### src/rtl/multicycle_control.sv
// multicycle_control: FSM controller for a multicycle MIPS-style datapath.
// Also counts retired instructions.
module multicycle_control #(
  parameter int COUNT_WIDTH = 32
) (
  input  logic                   clk,
  input  logic                   reset,
  input  logic                   Run,
  input  logic [5:0]             OP,
  input  logic                   MemReady,
  output logic                   PCWrite,
  output logic                   PCWriteCondEQ,
  output logic                   PCWriteCondNE,
  output logic                   IorD,
  output logic                   MemRead,
  output logic                   MemWrite,
  output logic                   IRWrite,
  output logic                   MemtoReg,
  output logic                   RegDst,
  output logic                   RegWrite,
  output logic                   ALUSrcA,
  output logic [1:0]             ALUSrcB,
  output logic [1:0]             PCSource,
  output logic [2:0]             ALUOp,
  output logic [3:0]             State,
  output logic                   IllegalOp,
  output logic [COUNT_WIDTH-1:0] InstrCount
);
  localparam logic [3:0] FETCH        = 4'd0;
  localparam logic [3:0] DECODE       = 4'd1;
  localparam logic [3:0] MEM_ADDR     = 4'd2;
  localparam logic [3:0] MEM_READ     = 4'd3;
  localparam logic [3:0] MEM_WB       = 4'd4;
  localparam logic [3:0] MEM_WRITE    = 4'd5;
  localparam logic [3:0] EXECUTE      = 4'd6;
  localparam logic [3:0] R_COMPLETE   = 4'd7;
  localparam logic [3:0] BRANCH       = 4'd8;
  localparam logic [3:0] JUMP         = 4'd9;
  localparam logic [3:0] IMM_EXEC     = 4'd10;
  localparam logic [3:0] IMM_COMPLETE = 4'd11;
  localparam logic [5:0] OP_R    = 6'h00;
  localparam logic [5:0] OP_J    = 6'h02;
  localparam logic [5:0] OP_BEQ  = 6'h04;
  localparam logic [5:0] OP_BNE  = 6'h05;
  localparam logic [5:0] OP_ADDI = 6'h08;
  localparam logic [5:0] OP_ANDI = 6'h0C;
  localparam logic [5:0] OP_ORI  = 6'h0D;
  localparam logic [5:0] OP_LUI  = 6'h0F;
  localparam logic [5:0] OP_LW   = 6'h23;
  localparam logic [5:0] OP_SW   = 6'h2B;
  logic [3:0] next_state;
  logic       retire;
  logic       go;
  assign go = MemReady & Run;
  always_comb begin
    PCWrite       = 1'b0;
    PCWriteCondEQ = 1'b0;
    PCWriteCondNE = 1'b0;
    IorD          = 1'b0;
    MemRead       = 1'b0;
    MemWrite      = 1'b0;
    IRWrite       = 1'b0;
    MemtoReg      = 1'b0;
    RegDst        = 1'b0;
    RegWrite      = 1'b0;
    ALUSrcA       = 1'b0;
    ALUSrcB       = 2'b00;
    PCSource      = 2'b00;
    ALUOp         = 3'b000;
    IllegalOp     = 1'b0;
    retire        = 1'b0;
    next_state    = FETCH;
    case (State)
      FETCH: begin
        MemRead    = 1'b1;
        ALUSrcB    = 2'b01;
        // Write enables are masked while reset is held so no PC/IR update leaks out.
        IRWrite    = go & reset;
        PCWrite    = go & reset;
        next_state = go ? DECODE : FETCH;
      end
      DECODE: begin
        ALUSrcB = 2'b11;
        case (OP)
          OP_R:                             next_state = EXECUTE;
          OP_LW, OP_SW:                     next_state = MEM_ADDR;
          OP_BEQ, OP_BNE:                   next_state = BRANCH;
          OP_J:                             next_state = JUMP;
          OP_ADDI, OP_ANDI, OP_ORI, OP_LUI: next_state = IMM_EXEC;
          default:                          IllegalOp  = 1'b1;
        endcase
      end
      MEM_ADDR: begin
        ALUSrcA    = 1'b1;
        ALUSrcB    = 2'b10;
        next_state = (OP == OP_LW) ? MEM_READ : MEM_WRITE;
      end
      MEM_READ: begin
        MemRead    = 1'b1;
        IorD       = 1'b1;
        next_state = MemReady ? MEM_WB : MEM_READ;
      end
      MEM_WB: begin
        RegWrite = 1'b1;
        MemtoReg = 1'b1;
        retire   = 1'b1;
      end
      MEM_WRITE: begin
        MemWrite   = 1'b1;
        IorD       = 1'b1;
        retire     = MemReady;
        next_state = MemReady ? FETCH : MEM_WRITE;
      end
      EXECUTE: begin
        ALUSrcA    = 1'b1;
        ALUOp      = 3'b111;
        next_state = R_COMPLETE;
      end
      R_COMPLETE: begin
        RegWrite = 1'b1;
        RegDst   = 1'b1;
        retire   = 1'b1;
      end
      BRANCH: begin
        ALUSrcA       = 1'b1;
        ALUOp         = 3'b001;
        PCSource      = 2'b01;
        PCWriteCondEQ = (OP == OP_BEQ);
        PCWriteCondNE = (OP == OP_BNE);
        retire        = 1'b1;
      end
      JUMP: begin
        PCWrite  = 1'b1;
        PCSource = 2'b10;
        retire   = 1'b1;
      end
      IMM_EXEC: begin
        ALUSrcA    = 1'b1;
        ALUSrcB    = 2'b10;
        ALUOp      = (OP == OP_ANDI) ? 3'b011 : (OP == OP_ORI) ? 3'b010 : (OP == OP_LUI) ? 3'b100 : 3'b000;
        next_state = IMM_COMPLETE;
      end
      IMM_COMPLETE: begin
        RegWrite = 1'b1;
        retire   = 1'b1;
      end
      default: next_state = FETCH;
    endcase
  end
  always_ff @(posedge clk or negedge reset) begin
    if (!reset) begin
      State      <= FETCH;
      InstrCount <= '0;
    end else begin
      State <= next_state;
      if (retire) InstrCount <= InstrCount + COUNT_WIDTH'(1);
    end
  end
endmodule

### config.mk
export PLATFORM = sky130hd
export DESIGN_NAME = multicycle_control
export DESIGN_NICKNAME = d
export VERILOG_FILES = /design/src/rtl/multicycle_control.sv
export SDC_FILE = /design/constraint.sdc
export NUM_CORES = 1
export LEC_CHECK = 0
export BUFFER_PORTS_ARGS = -buffer_cell sky130_fd_sc_hd__buf_4
export CAP_MARGIN = 40
export CORE_MARGIN = 4
export CORE_UTILIZATION = 56
export CTS_CLUSTER_DIAMETER = 50
export DETAILED_ROUTE_END_ITERATION = 12
export PLACE_DENSITY = 0.93
export SYNTH_ARGS = -nofsm -noshare
export SYNTH_HDL_FRONTEND = slang
export SYNTH_SLANG_ARGS = --single-unit
### constraint.sdc
create_clock -name clk -period 3.4 [get_ports clk]
set_clock_uncertainty 0.1 [all_clocks]
set_input_delay 0.17 -clock clk [delete_from_list [all_inputs] [get_ports clk]]
set_output_delay 0.17 -clock clk [all_outputs]
set_load 0.005 [all_outputs]
* Yosys cells after proc, flatten, opt, wreduce, memory -nomap -nowiden
Index checks and enable logic that the tools add are counted.
** Operators by class
- Add/subtract/negate cells :: 1
- Equality and inequality tests :: 20
- Multiplexer cells :: 26
- Bitwise logic cells :: 2
- Reductions and logical operators :: 12
** Operators by type and width (count)
- adder 32 x 1 -> 32 bit (second input constant) :: 1
- case mux 4 bit (7 select lines) :: 1
- equality test 6 x 4 -> 1 bit (second input constant) :: 4
- case mux 4 bit (5 select lines) :: 1
- two-way mux 3 bit :: 6
- equality test 4 x 3 -> 1 bit (second input constant) :: 4
- equality test 4 bit (second input constant) :: 4
- two-way mux 1 bit :: 13
- equality test 6 x 3 -> 1 bit (second input constant) :: 2
- equality test 6 bit (second input constant) :: 2
- OR reduction 10 bit :: 1
- OR reduction 2 bit :: 5
- case mux 3 bit (3 select lines) :: 1
- equality test 4 x 2 -> 1 bit (second input constant) :: 2
- OR reduction 4 bit :: 2
- equality test 6 x 2 -> 1 bit (second input constant) :: 1
- zero test 6 bit :: 1
- case mux 2 bit (3 select lines) :: 1
- OR reduction 5 bit :: 1
- equality test 4 x 1 -> 1 bit (second input constant) :: 1
- zero test 4 bit :: 1
- case mux 1 bit (2 select lines) :: 2
- case mux 2 bit (2 select lines) :: 1
- OR reduction 3 bit :: 1
- AND 1 bit :: 2
** Storage, ports and cells
- Register bits after elaboration :: 36
- Input bits :: 10
- Output and inout port bits :: 55

* Longest topological paths before layout
- Depth after elaboration :: 5
- Depth in mapped cells :: 7
- Depth with buffers taken out :: 5

* Least setup slack after synthesis
OpenSTA, ideal clock, no wires.
- Path type :: register to register
- Start :: register State[1]
- End :: register InstrCount[1]
- Arrival time :: 1.610 ns
- Slack :: 1.565 ns
- Cell stages (with the launch flop) :: 5
- Path buffers :: 1
- Clock period less this slack :: 1.835 ns
- Path through :: dfrtp_1 -> or4b_1 -> nand4_4 -> buf_4 -> mux2_2
** On the way
- Cells in the longest elaborated chain, start to end :: 3
- Elaborated cells between the ends (all ways) :: 8
- Those cells by class :: 6 x eq/ne; 1 x mux; 1 x reduce/logical
** Ends and longest elaborated chain
- start: declaration :: line 25 : output logic [3:0] State,
- start signal: assignment :: line 155 : State <= next_state;
- equality test 4 bit / equality test 4 x 3 -> 1 bit (equally long branches) :: line 73 : case (State)
- OR reduction 5 bit (no source line)
- case mux 1 bit (2 select lines) * :: line 73
- end signal: assignment :: line 156 : if (retire) InstrCount <= InstrCount + COUNT_WIDTH'(1);
- end: declaration :: line 27 : output logic [COUNT_WIDTH-1:0] InstrCount
Every way passes the cells marked *; elsewhere a longest branch is shown, timed or not.
A chain may end at the register's enable or synchronous reset.

* Worst setup path after layout
- Start :: register State[0]
- End :: register InstrCount[27]
The elaborated chain is that of the path after synthesis.

==> impl_metrics.tcl <==
set metrics [dict create \
    critPathMaxFanout 32 \
    numPlacedInstances 331 \
    placedInstanceArea_sq_um 2710 \
    synth_top_area_cell "dfrtp_1" \
    hp-class "input port to flip-flop" \
    row_count 22 \
    maxSlewHeadroom 0.578 \
    final_cells 340 \
    tightestPinTransition_ns 0.631 \
    initial_core_util 0.604 \
    antenna_found_initial 0 \
    async_flop_share 1.00 \
    top_layer_used "met4" \
    synthFlopType "dfrtp_1" \
    grt_pass1_wl_um 9200 \
    whs_ns 0.166 \
    cts.sinks 36 \
    clkLatencyLatePin_ns 0.29 \
    cts_tree "yes" \
    leakagePower_nw 1.42 \
    die_w_um 72.0 \
    cp-end-kind "flip-flop" \
    synth.most_common_cell "dfrtp_1" \
    ys_types 46 \
    portBuffers 64 \
    grt_max_degree 38 \
    cts_made_buffers 5 \
    stdcell_area_sq_um 2830 \
    synth_common_cells "dfrtp_1, xor2_1, nor3_1" \
    ys_seq_area_frac 0.393 \
    fin_util 0.746 \
    final_nets 302 \
    hold_viol 0 \
    drive_above_1_share 0.301 \
    cp.required_ns 3.50 \
    r2r_setup_slack_ns 0.76 \
    drv_slew 0 \
    gp_congestion 0.826 \
    grtUsageTotal 0.220 \
    synth_seq_cells 36 \
    post-route-min-period_ns 2.64 \
    cp-start-kind "flip-flop" \
    synthTopCellsByArea "dfrtp_1, xor2_1, nor4_4, nor3_1, xnor2_1" \
    drt-met1-wl_um 2270 \
    cts_root_buffer "clkbuf_8" \
    peakVddDrop_v 0.000253 \
    wire_per_inst_um 15.7 \
    htreeDepth 2 \
    met2WireLength_um 2670 \
    first_iter_violations 126 \
    yosysWarnings 0 \
    setup_viol 0 \
    ios 65 \
    dpl.hpwl_um 3850 \
    period_share 0.778 \
    yosysTopAreaCellShare 0.393 \
    holdBufCountCts 1 \
    criticalPathCategory "flip-flop to flip-flop" \
    setup_tns_ns 0 \
    power_density_nw_per_um2 367 \
    synth.avg_cell_area_sq_um 9.68 \
    status "finished, final reports clean" \
    vias 1966 \
    syn_nets 248 \
    cts_setup_buffers 0 \
    ctsResizeCount 0 \
    rsz0062_at_grt "false" \
    core_area_sq_um 3800 \
    grt_remaining_overflow 0 \
    drcViolationCount 0 \
    maxCapViolCount 0 \
    synth_cells 237 \
    die_y_um 72.0 \
    diodes 0 \
    wl_met3_um 300 \
    fmax_mhz 378 \
    grt_pass1_vias 1991 \
    dieArea_sq_um 5180 \
    routed_via_density 5.78 \
    cts_buffer_depth 2 \
    clk_pin_slew_ns 0.07 \
    synth_edf_count 0 \
    reg2reg_depth 4 \
    dr.pass1.iters 4 \
    cp.arrival_ns 2.75 \
    wl_um 5330 \
    whs_path_depth 3 \
    area_growth_pct 23.5 \
    ant_nets 0 \
    synthesis.area_sq_um 2290 \
]
## stage by stage
stage / total power [mW] / setup slack (ns)
2_1_floorplan: 0.593 / 1.57
3_3_place_gp: 0.670 / 1.06
3_5_place_dp: 0.676 / 0.938
4_1_cts: 1.05 / 0.782
5_1_grt: 1.09 / 0.533
6_report: 1.04 / 0.756
## flip-flops by register name, indices dropped and copies added (netlist names)
signal and count:
InstrCount 32, State 4
## placed cells by master (no fill, tap or decap), types with 4 or more instances in the layout
master,synthesis,final
clkbuf_8,0,5
and4_1,4,4
nor2_1,16,16
xor2_1,24,24
nand2_1,17,17
a21oi_1,4,4
buf_4,7,64
dfrtp_1,36,36
xnor2_1,8,8
inv_1,11,11
nor4_1,7,7
nand4_1,6,6
nand2b_1,6,6
and3_1,5,5
nand3_1,10,10
nor4_4,7,7
nor3_1,20,20
## per-layer routing
layer | up-vias | track usage
li1 | 949 | -
met1 | 939 | 0.278
met2 | 67 | 0.360
met3 | 11 | 0.0526
met4 | 0 | 0.0919
met5 | - | 0
## cells by family after synthesis
logic type / share of synthesized area
adder cells (fa/ha/maj): 0.00545
multiplexers: 0.00927
buffers and inverters: 0.0715
XOR/XNOR: 0.122
AND/OR/NAND/NOR: 0.332
flip-flops: 0.393
AO/OA/AOI/OAI: 0.0671
## final timing paths
check	to	start
worst min register to register	InstrCount[31]	InstrCount[31]
max in group asynchronous	State[1]	reset
worst max-delay path	InstrCount[27]	State[0]
min in group asynchronous	InstrCount[29]	reset
worst max register to register	InstrCount[27]	State[0]
worst min-delay path	State[2]	OP[0]
## where the power goes
group	total, mW	internal [mW]	switching [mW]
clock network	0.371	0.217	0.154
logic	0.166	0.0864	0.0794
registers	0.502	0.451	0.0507
total	1.04	0.754	0.284
## area by class of cell
type,instances,area [sq um]
inverter,11,41.3
timing repair buffer,65,490
clock buffer,5,68.8
fill,270,966
sequential,36,901
clock inverter,3,42.5
tap,48,60.1
multi-input combinational,172,1230
## worst max-delay path: stages (launching register included)
cell	delay (ns)
dfrtp_1	0.59
nand2b_1	0.42
nand4_4	0.58
nor4_1	0.62
xor2_1	0.22
(Power assumes the default switching activity.)
